### src/rtl/obstacle_pkg.sv
// Shared types for the obstacle frame scheduler: obstacle word layout,
// captured list entry and scheduler state encoding.
package obstacle_pkg;

  localparam int OBSTACLE_WORD_W = 16;
  localparam int IDX_W           = 6;

  typedef enum logic [2:0] {
    NONE,
    LOW_BARRIER,
    HIGH_BARRIER,
    MID_BARRIER,
    TRAIN,
    RAMP,
    MOVING_CAR
  } obstacle_type_e;

  typedef struct packed {
    obstacle_type_e obs_type;
    logic [1:0]     lane;
    logic [10:0]    depth;
  } obstacle_t;

  typedef struct packed {
    logic      first_row;
    obstacle_t obstacle;
  } list_entry_t;

  typedef enum logic [1:0] {
    S_IDLE,
    S_ACTIVATE,
    S_COLLECT,
    S_SWAP
  } sched_state_e;

endpackage

### src/rtl/obstacle_frame_scheduler_if.sv
// Generator, read-port and status signals of the obstacle frame scheduler.
// master = scheduler side, slave = generator / readers side.
interface obstacle_frame_scheduler_if;
  import obstacle_pkg::*;

  logic                       frame_start;
  logic                       gen_activate;
  logic                       gen_valid;
  logic                       gen_first_row;
  logic [OBSTACLE_WORD_W-1:0] gen_obstacle;
  logic                       gen_done;
  logic [1:0]                 rd_req;
  logic [IDX_W-1:0]           rd_idx0;
  logic [IDX_W-1:0]           rd_idx1;
  logic [1:0]                 rd_gnt;
  logic [1:0]                 rd_dvalid;
  logic [OBSTACLE_WORD_W:0]   rd_data;
  logic [IDX_W-1:0]           list_count;
  logic                       list_ready;
  logic                       frame_skip;
  logic                       overflow;
  logic                       timeout_err;

  modport master (
    input  frame_start, gen_valid, gen_first_row, gen_obstacle, gen_done,
           rd_req, rd_idx0, rd_idx1,
    output gen_activate, rd_gnt, rd_dvalid, rd_data, list_count,
           list_ready, frame_skip, overflow, timeout_err
  );

  modport slave (
    output frame_start, gen_valid, gen_first_row, gen_obstacle, gen_done,
           rd_req, rd_idx0, rd_idx1,
    input  gen_activate, rd_gnt, rd_dvalid, rd_data, list_count,
           list_ready, frame_skip, overflow, timeout_err
  );

endinterface

### src/rtl/rr_arbiter2.sv
// Two-way round-robin arbiter with a registered one-hot grant. Priority
// only moves when both ports contend, so lone requests never disturb it.
module rr_arbiter2 (
  input  logic       clk,
  input  logic       rst,
  input  logic [1:0] req,
  output logic [1:0] next_gnt,
  output logic [1:0] gnt
);

  logic prio;

  always_comb begin
    next_gnt = 2'b00;
    case (req)
      2'b01:   next_gnt = 2'b01;
      2'b10:   next_gnt = 2'b10;
      2'b11:   next_gnt = prio ? 2'b10 : 2'b01;
      default: next_gnt = 2'b00;
    endcase
  end

  always_ff @(posedge clk) begin
    if (rst) begin
      gnt  <= 2'b00;
      prio <= 1'b0;
    end else begin
      gnt <= next_gnt;
      if (req == 2'b11) prio <= ~prio;
    end
  end

endmodule

### src/rtl/obstacle_frame_scheduler.sv
// Per-frame sequencer: activates the generator, captures its stream into a
// ping-pong list, publishes on done. Optional macro: OSCHED_DEPTH_FILTER_EN.
module obstacle_frame_scheduler
  import obstacle_pkg::*;
#(
  parameter int MAX_OBSTACLES  = 48,
  parameter int TIMEOUT_CYCLES = 4096
`ifdef OSCHED_DEPTH_FILTER_EN
  ,
  parameter int DEPTH_LIMIT    = 1023
`endif
) (
  input logic                        clk,
  input logic                        rst,
  obstacle_frame_scheduler_if.master bus
);

  localparam int                 TIMER_W    = $clog2(TIMEOUT_CYCLES);
  localparam logic [IDX_W-1:0]   MAX_PTR    = IDX_W'(MAX_OBSTACLES);
  localparam logic [TIMER_W-1:0] TIMER_LAST = TIMER_W'(TIMEOUT_CYCLES - 1);

  sched_state_e       state_q, state_d;
  logic [IDX_W-1:0]   wr_ptr;
  logic [TIMER_W-1:0] timer;
  logic               front_sel;
  logic [IDX_W-1:0]   list_count_q;
  logic               frame_skip_q, overflow_q, timeout_q;
  list_entry_t        buf_a [MAX_OBSTACLES];
  list_entry_t        buf_b [MAX_OBSTACLES];
  list_entry_t        entry_in;
  logic               accept, capture, drop;

  assign entry_in = list_entry_t'({bus.gen_first_row, bus.gen_obstacle});

`ifdef OSCHED_DEPTH_FILTER_EN
  assign accept = bus.gen_valid && (entry_in.obstacle.depth <= 11'(DEPTH_LIMIT));
`else
  assign accept = bus.gen_valid;
`endif

  assign capture = (state_q == S_COLLECT) && accept && (wr_ptr != MAX_PTR);
  assign drop    = (state_q == S_COLLECT) && accept && (wr_ptr == MAX_PTR);

  always_comb begin
    state_d          = state_q;
    bus.gen_activate = 1'b0;
    bus.list_ready   = 1'b0;
    case (state_q)
      S_IDLE:     if (bus.frame_start) state_d = S_ACTIVATE;
      S_ACTIVATE: begin
        bus.gen_activate = 1'b1;
        state_d          = S_COLLECT;
      end
      S_COLLECT: begin
        if (bus.gen_done)            state_d = S_SWAP;
        else if (timer == TIMER_LAST) state_d = S_IDLE;
      end
      S_SWAP: begin
        bus.list_ready = 1'b1;
        state_d        = S_IDLE;
      end
      default:    state_d = S_IDLE;
    endcase
  end

  always_ff @(posedge clk) begin
    if (rst) begin
      state_q      <= S_IDLE;
      wr_ptr       <= '0;
      timer        <= '0;
      front_sel    <= 1'b0;
      list_count_q <= '0;
      frame_skip_q <= 1'b0;
      overflow_q   <= 1'b0;
      timeout_q    <= 1'b0;
    end else begin
      state_q <= state_d;
      if (bus.frame_start && state_q != S_IDLE) frame_skip_q <= 1'b1;
      if (state_q == S_ACTIVATE) begin
        wr_ptr <= '0;
        timer  <= '0;
      end
      if (state_q == S_COLLECT) begin
        timer <= timer + 1'b1;
        if (capture) wr_ptr <= wr_ptr + 1'b1;
        if (drop) overflow_q <= 1'b1;
        if (!bus.gen_done && timer == TIMER_LAST) timeout_q <= 1'b1;
      end
      if (state_q == S_SWAP) begin
        front_sel    <= ~front_sel;
        list_count_q <= wr_ptr;
      end
    end
  end

  // front_sel = 0 means A is published and B is being filled.
  always_ff @(posedge clk) begin
    if (capture) begin
      if (front_sel) buf_a[wr_ptr] <= entry_in;
      else           buf_b[wr_ptr] <= entry_in;
    end
  end

  logic [1:0]       next_gnt, rd_gnt;
  logic [IDX_W-1:0] rd_idx_q, rd_cnt_q;
  logic             rd_sel_q;

  rr_arbiter2 u_arb (
    .clk      (clk),
    .rst      (rst),
    .req      (bus.rd_req),
    .next_gnt (next_gnt),
    .gnt      (rd_gnt)
  );

  // The grant snapshots index, buffer and count so a same-cycle swap reads old data.
  always_ff @(posedge clk) begin
    if (rst) begin
      rd_idx_q      <= '0;
      rd_cnt_q      <= '0;
      rd_sel_q      <= 1'b0;
      bus.rd_dvalid <= 2'b00;
      bus.rd_data   <= '0;
    end else begin
      if (next_gnt != 2'b00) begin
        rd_idx_q <= next_gnt[1] ? bus.rd_idx1 : bus.rd_idx0;
        rd_sel_q <= front_sel;
        rd_cnt_q <= list_count_q;
      end
      bus.rd_dvalid <= rd_gnt;
      if (rd_gnt != 2'b00 && rd_idx_q < rd_cnt_q)
        bus.rd_data <= rd_sel_q ? buf_b[rd_idx_q] : buf_a[rd_idx_q];
      else
        bus.rd_data <= '0;
    end
  end

  assign bus.rd_gnt      = rd_gnt;
  assign bus.list_count  = list_count_q;
  assign bus.frame_skip  = frame_skip_q;
  assign bus.overflow    = overflow_q;
  assign bus.timeout_err = timeout_q;

endmodule

### src/flat_wrapper.sv
// flat-port wrapper written by rule: the top's interface ports become plain ports
module obstacle_frame_scheduler_flat import obstacle_pkg::*;
#(
  parameter int MAX_OBSTACLES  = 48,
  parameter int TIMEOUT_CYCLES = 4096

)
  (clk, rst, bus_frame_start, bus_gen_valid, bus_gen_first_row, bus_gen_obstacle, bus_gen_done, bus_rd_req, bus_rd_idx0, bus_rd_idx1, bus_gen_activate, bus_rd_gnt, bus_rd_dvalid, bus_rd_data, bus_list_count, bus_list_ready, bus_frame_skip, bus_overflow, bus_timeout_err);
  obstacle_frame_scheduler_if bus_i ();
  input logic clk;
  input logic rst;
  input wire logic [$bits(bus_i.frame_start)-1:0] bus_frame_start;
  input wire logic [$bits(bus_i.gen_valid)-1:0] bus_gen_valid;
  input wire logic [$bits(bus_i.gen_first_row)-1:0] bus_gen_first_row;
  input wire logic [$bits(bus_i.gen_obstacle)-1:0] bus_gen_obstacle;
  input wire logic [$bits(bus_i.gen_done)-1:0] bus_gen_done;
  input wire logic [$bits(bus_i.rd_req)-1:0] bus_rd_req;
  input wire logic [$bits(bus_i.rd_idx0)-1:0] bus_rd_idx0;
  input wire logic [$bits(bus_i.rd_idx1)-1:0] bus_rd_idx1;
  output wire logic [$bits(bus_i.gen_activate)-1:0] bus_gen_activate;
  output wire logic [$bits(bus_i.rd_gnt)-1:0] bus_rd_gnt;
  output wire logic [$bits(bus_i.rd_dvalid)-1:0] bus_rd_dvalid;
  output wire logic [$bits(bus_i.rd_data)-1:0] bus_rd_data;
  output wire logic [$bits(bus_i.list_count)-1:0] bus_list_count;
  output wire logic [$bits(bus_i.list_ready)-1:0] bus_list_ready;
  output wire logic [$bits(bus_i.frame_skip)-1:0] bus_frame_skip;
  output wire logic [$bits(bus_i.overflow)-1:0] bus_overflow;
  output wire logic [$bits(bus_i.timeout_err)-1:0] bus_timeout_err;
  assign bus_i.frame_start = bus_frame_start;
  assign bus_i.gen_valid = bus_gen_valid;
  assign bus_i.gen_first_row = bus_gen_first_row;
  assign bus_i.gen_obstacle = bus_gen_obstacle;
  assign bus_i.gen_done = bus_gen_done;
  assign bus_i.rd_req = bus_rd_req;
  assign bus_i.rd_idx0 = bus_rd_idx0;
  assign bus_i.rd_idx1 = bus_rd_idx1;
  assign bus_gen_activate = bus_i.gen_activate;
  assign bus_rd_gnt = bus_i.rd_gnt;
  assign bus_rd_dvalid = bus_i.rd_dvalid;
  assign bus_rd_data = bus_i.rd_data;
  assign bus_list_count = bus_i.list_count;
  assign bus_list_ready = bus_i.list_ready;
  assign bus_frame_skip = bus_i.frame_skip;
  assign bus_overflow = bus_i.overflow;
  assign bus_timeout_err = bus_i.timeout_err;
  obstacle_frame_scheduler #(.MAX_OBSTACLES(MAX_OBSTACLES), .TIMEOUT_CYCLES(TIMEOUT_CYCLES)) u_core (.clk(clk), .rst(rst), .bus(bus_i));
endmodule
### config.mk
export PLATFORM = sky130hd
export DESIGN_NAME = obstacle_frame_scheduler_flat
export DESIGN_NICKNAME = d
export VERILOG_FILES = /design/src/rtl/obstacle_pkg.sv /design/src/rtl/obstacle_frame_scheduler_if.sv /design/src/rtl/rr_arbiter2.sv /design/src/rtl/obstacle_frame_scheduler.sv /design/src/flat_wrapper.sv
export SDC_FILE = /design/constraint.sdc
export NUM_CORES = 2
export LEC_CHECK = 0
export ABC_CLOCK_PERIOD_IN_PS = 8900
export CAP_MARGIN = 25
export CELL_PAD_IN_SITES_DETAIL_PLACEMENT = 0
export CELL_PAD_IN_SITES_GLOBAL_PLACEMENT = 1
export CORE_UTILIZATION = 50
export DETAILED_ROUTE_END_ITERATION = 6
export PLACE_DENSITY = 0.77
export SYNTH_ARGS = -nofsm -noshare
export SYNTH_HDL_FRONTEND = slang
export SYNTH_HIERARCHICAL = 1
export SYNTH_SLANG_ARGS = --single-unit
### constraint.sdc
create_clock -name clk -period 8.9 [get_ports clk]
set_input_delay 0.89 -clock clk [delete_from_list [all_inputs] [get_ports clk]]
set_output_delay 0.89 -clock clk [all_outputs]
set_load 0.02 [all_outputs]
# Word level (Yosys, flattened, before mapping)
# Memory sizes are Yosys's and may differ from the RTL's. A register that Yosys moved wholly into a read port is not among the register bits.
# Cells that the tools add are included.
# word_totals
ff_bits,65
input_bits,36
n_memories,2
ram_bits,1632
output_inout_bits,32
wordCells,75
# memory_table
name,words,width,read_ports,rd_ports_with_merged_regs,write_ports,line_no,text
u_core.buf_a,48,17,1,1,1,obstacle_frame_scheduler.sv:28,list_entry_t buf_a [MAX_OBSTACLES];
u_core.buf_b,48,17,1,1,1,obstacle_frame_scheduler.sv:29,list_entry_t buf_b [MAX_OBSTACLES];
# op_classes
add_sub_neg,2
n_eq_ne,11
n_reduce_logical,16
order_cmp,1
bitwise,3
mux,25
# op_table
operator,n
2-to-1 mux 6 bit,8
2-to-1 mux 12 bit,2
2-to-1 mux 17 bit,1
"adder 12 x 1 -> 12 bit, second input constant",1
"== test 12 bit, second input constant",1
"== test 2 bit, second input constant",4
2-to-1 mux 1 bit,8
2-to-1 mux 2 bit,4
one-hot mux 2 bit (4 select lines),1
nonzero test 2 bit,4
"adder 6 x 1 -> 6 bit, second input constant",1
"== test 6 bit, second input constant",1
logical AND 1 bit,6
< comparator 6 bit,1
"!= test 6 bit, second input constant",1
one-hot mux 2 bit (3 select lines),1
AND reduction 2 bit,3
"== test 2 x 1 -> 1 bit, second input constant",2
"!= test 3 bit, second input constant",1
NOT 1 bit,3
logical NOT 2 bit,1
"!= test 2 bit, second input constant",1
OR reduction 2 bit,1
logical NOT 1 bit,1

# Logic depth before layout (Yosys ltp)
# depth
ltp_word,5
depth_mapped,11
mapped_depth_nobuf,7

# Modules after synthesis
# The synthesis kept the hierarchy.
# by_module_without_submodules
module,area_per_inst_um2,instances,cells_per_inst
obstacle_frame_scheduler,65541.6,1,3125
rr_arbiter2,121.4,1,12

# Worst setup path before layout
# No wires, ideal clock.
# synth_path
path_type,in2reg
from,in bus_gen_valid
to,"mem u_core/buf_b[31][0] (netlist bit), enable pin"
cell_stages,2
setup_ns,0.435
setup_slack_ns,5.770
arrival_time_ns,2.696
cell_sequence,nand2_1 > nor4_1
# synth_between
elab_chain_len,4
# synth_lines
element,line_no,text
"start, declared",flat_wrapper.sv:13,input wire logic [$bits(bus_i.gen_valid)-1:0] bus_gen_valid;
logical AND 1 bit (2 in series),obstacle_frame_scheduler.sv:41,assign capture = (state_q == S_COLLECT) && accept && (wr_ptr != MAX_PTR);
2-to-1 mux 1 bit,obstacle_frame_scheduler.sv:98,if (capture) begin
2-to-1 mux 1 bit (implied by the code),obstacle_frame_scheduler.sv:100,else buf_b[wr_ptr] <= entry_in;
"end, declared",obstacle_frame_scheduler.sv:29,
# No other way between the ends.

==> results.json <==
{
  "leakagePower_nw": 22.76,
  "clk_path_buf_depth": 3,
  "finalSetupViolCount": 0,
  "num_rows": 132,
  "p_sw_mw": 3.687,
  "routed_wl_um": 172800,
  "synth_warnings": 6,
  "portBuffers": 67,
  "grt_start_max_net_pins": 137,
  "hpwl_um": 104100,
  "num_vias": 33700,
  "fmax_ghz": 0.2420,
  "slowest_delay_ns": 0.97,
  "instances_no_fill": 5222,
  "yosys_most_used_dff": "edfxtp_1",
  "power.internal_mw": 13.01,
  "cts_buffers": 167,
  "dp_slack_ns": 4.728,
  "die_h_um": 364.4,
  "outcome": "complete, no violations",
  "final.period_utilization_pct": 46.42,
  "crit_required_ns": 9.57,
  "relSlewSlack_pct": 27.26,
  "yosysSeqAreaShare_pct": 76.80,
  "ir_drop_mv": 0.1595,
  "fin_hold_ws_ns": 0.4630,
  "synth_top_area_share_pct": 74.63,
  "grt_pass1_vias": 32920,
  "area_delta_synth_final_pct": 13.02,
  "hold_class": "flop to flop",
  "num_io_pins": 68,
  "insertion_delay_ns": 0.79,
  "dr.pass1.iters": 5,
  "antenna_found_initial": 12,
  "p_sw_share_pct": 22.09,
  "grt_pass1_wl_um": 244200,
  "syn_inst": 3137,
  "synth.largest_area_cell": "edfxtp_1",
  "avgSynthCellArea_um2": 20.93,
  "worstMarginPinSlew_ns": 1.091,
  "overflow": 0,
  "grt_util_met3_pct": 5.976,
  "worst-setup-path-type": "flop to flop",
  "cts_tree": "done",
  "power_frac_seq_pct": 53.0,
  "drt_iter0_drc": 5097,
  "met2_usage_pct": 40.93,
  "netlist_area_um2": 65660,
  "drive_above_1_share_pct": 23.21,
  "synthArstFlopShare_pct": 0,
  "synth-edff-count": 1632,
  "cts_setup_buffers": 0,
  "final-hold-violation-count": 0,
  "critPathLaunchType": "flop",
  "end_kind": "flop",
  "synth.area.top_cells": "edfxtp_1 75%, mux4_2 12%, mux2i_1 3.0%, dfxtp_1 2.2%, nor2_1 0.83%",
  "slew_violations": 0,
  "syn-num-nets": 3185,
  "htreeDepth": 4,
  "dieArea_um2": 132800,
  "nets": 3390,
  "grt-busiest-layer": "met2",
  "power.density_nw_per_um2": 224.9,
  "cts_sinks": 1703,
  "clk_pin_slew_ns": 0.07,
  "cts-hold-fix-buffers": 0,
  "core_um2": 129800,
  "root_buffer": "clkbuf_16",
  "power_mw": 16.69,
  "cts_resized": 0,
  "setup_tns_ns": 0,
  "detail-route-antenna-nets": 0,
  "drc": 0,
  "dp_cells": 4908,
  "ys_seq_elements": 1703,
  "yosysUniqueCellTypes": 68,
  "period_needed_ns": 4.132,
  "grt.total_usage_pct": 26.28,
  "max_cap_violations": 0,
  "p_clk_share_pct": 40.4,
  "chipWidth_um": 364.4,
  "crit_chain": "buf_4 > or3_1 > buf_4 > o221ai_1 > a211oi_2 > a311oi_1 > or3_1",
  "path_max_fanout": 36,
  "wire_per_inst_um": 33.08,
  "gp_congestion": 0.9163,
  "crit_slowest_cell": "dfxtp_4",
  "skew_ns": 0.03437,
  "vias_per_cell": 6.453,
  "rsz0062_at_grt": "no",
  "worstPathArrival_ns": 4.81,
  "comb_power_share_pct": 6.6,
  "layout_setup_ws_ns": 4.768,
  "met1_usage_pct": 36.50,
  "start_util_pct": 50.58
}
==> flip-flops by register name, summed over array words and instances, names as in the netlist, named ones only <==
| signal | count |
|---|---|
| u_core/timer | 12 |
| u_core/u_arb/prio | 1 |
| u_core/bus.list_count | 6 |
| u_core/wr_ptr | 6 |
| u_core/front_sel | 1 |
| u_core/bus.rd_data | 17 |
| u_core/rd_idx_q | 6 |
| u_core/rd_sel_q | 1 |
| u_core/bus.overflow | 1 |
| u_core/buf_b | 816 |
| u_core/bus.timeout_err | 1 |
| u_core/bus.rd_dvalid | 2 |
| u_core/u_arb/gnt | 2 |
| u_core/rd_cnt_q | 6 |
| u_core/bus.frame_skip | 1 |
| u_core/buf_a | 816 |
| u_core/state_q | 2 |
==> worst paths after layout <==
path                       from               endpoint  slack (ns)  cells after the start
max                        flop  u_core/bus.rd_data[3]        4.77                      7
min reg2reg  u_core/rd_cnt_q[0]     u_core/rd_cnt_q[0]        0.46                      2
max reg2reg                flop  u_core/bus.rd_data[3]        4.77                      7
min          u_core/rd_cnt_q[0]     u_core/rd_cnt_q[0]        0.46                      2
==> Yosys cell counts, types with 11 or more instances <==
cell type  count
nand4_1       12
nand3_1       36
mux2i_1      194
a22oi_1       69
a22o_1        38
nor2b_1       31
edfxtp_1    1632
a311oi_1      14
a221o_1       13
nor3_1        11
o22ai_1       15
a211oi_2      24
nor4_1        15
or3_1         19
dfxtp_1       71
o21ai_0       11
nand2_1       36
buf_4         23
nor2_1       146
a21oi_1       45
o221ai_1      29
mux4_2       344
a31oi_1       15
inv_1         17
buf_6         11
clkbuf_1      89
ha_1          12
mux2_2        15
buf_2         52
==> placed cells by master (no fill, tap or decap), types with 35 or more instances in the layout <==
cell type and instances:
mux2i_1 194, dfxtp_1 65, nand2_1 36, a22o_1 38, nor2_1 146, buf_4 156
a22oi_1 69, mux4_2 344, clkdlybuf4s50_1 50, clkbuf_16 174, edfxtp_1 1632, a21oi_1 45
clkbuf_1 40, nand3_1 35
==> worst max-delay path: cells and delay by family (launching register included) <==
family / cells / cell delay, ns
buffers and inverters: 2 / 1.04
DFF: 1 / 0.97
AOI/OAI and AO/OA: 3 / 1.05
and+or+nand+nor: 2 / 0.84
==> through the flow <==
stage	instance area, um2	util (%)
finish	74210	57.17
detailed placement	68800	53.00
global route	74200	57.16
global placement	68710	52.93
CTS	74010	57.01
floorplan	65660	-
==> logic make-up after synthesis <==
kind of cell / Yosys count / synth area share [%]
multiplexers: 553 / 15.01
buffers and inverters: 202 / 1.528
XOR/XNOR: 10 / 0.1334
AO/OA/AOI/OAI: 316 / 3.796
flip-flops: 1703 / 76.80
AND/OR/NAND/NOR: 341 / 2.502
adder cells (fa/ha/maj): 12 / 0.2287
==> metal layers <==
metal / wire length [um] / share of wire, % / vias to the layer above
met2: 82040 / 47 / 2072
met4: 5849 / 3.4 / 6
met3: 18630 / 11 / 310
met1: 66210 / 38 / 17780
li1: - / - / 13530
met5: 39 / 0.023 / -
==> power groups by stage <==
| stage | Combinational (mW) | Sequential, mW | Clock, mW |
|---|---|---|---|
| global placement | 1.05 | 9.02 | 0 |
| CTS | 1.08 | 8.85 | 6.82 |
| finish | 1.10 | 8.85 | 6.74 |
| detailed placement | 1.08 | 9.02 | 0 |
| global route | 1.14 | 8.85 | 7.11 |
| floorplan | 0.633 | 8.99 | 0 |
==> final cells by class <==
type	instances	area, um2
fillers	9466	55600
flip-flops and latches	1703	50450
multi-input cells	1232	14260
clock buffers	223	4609
well taps	1742	2180
repair buffers	221	2047
clock inverters	81	600.6
inverters	17	63.81
diodes	3	7.507
No activity file was read; power rests on OpenSTA's default activity.
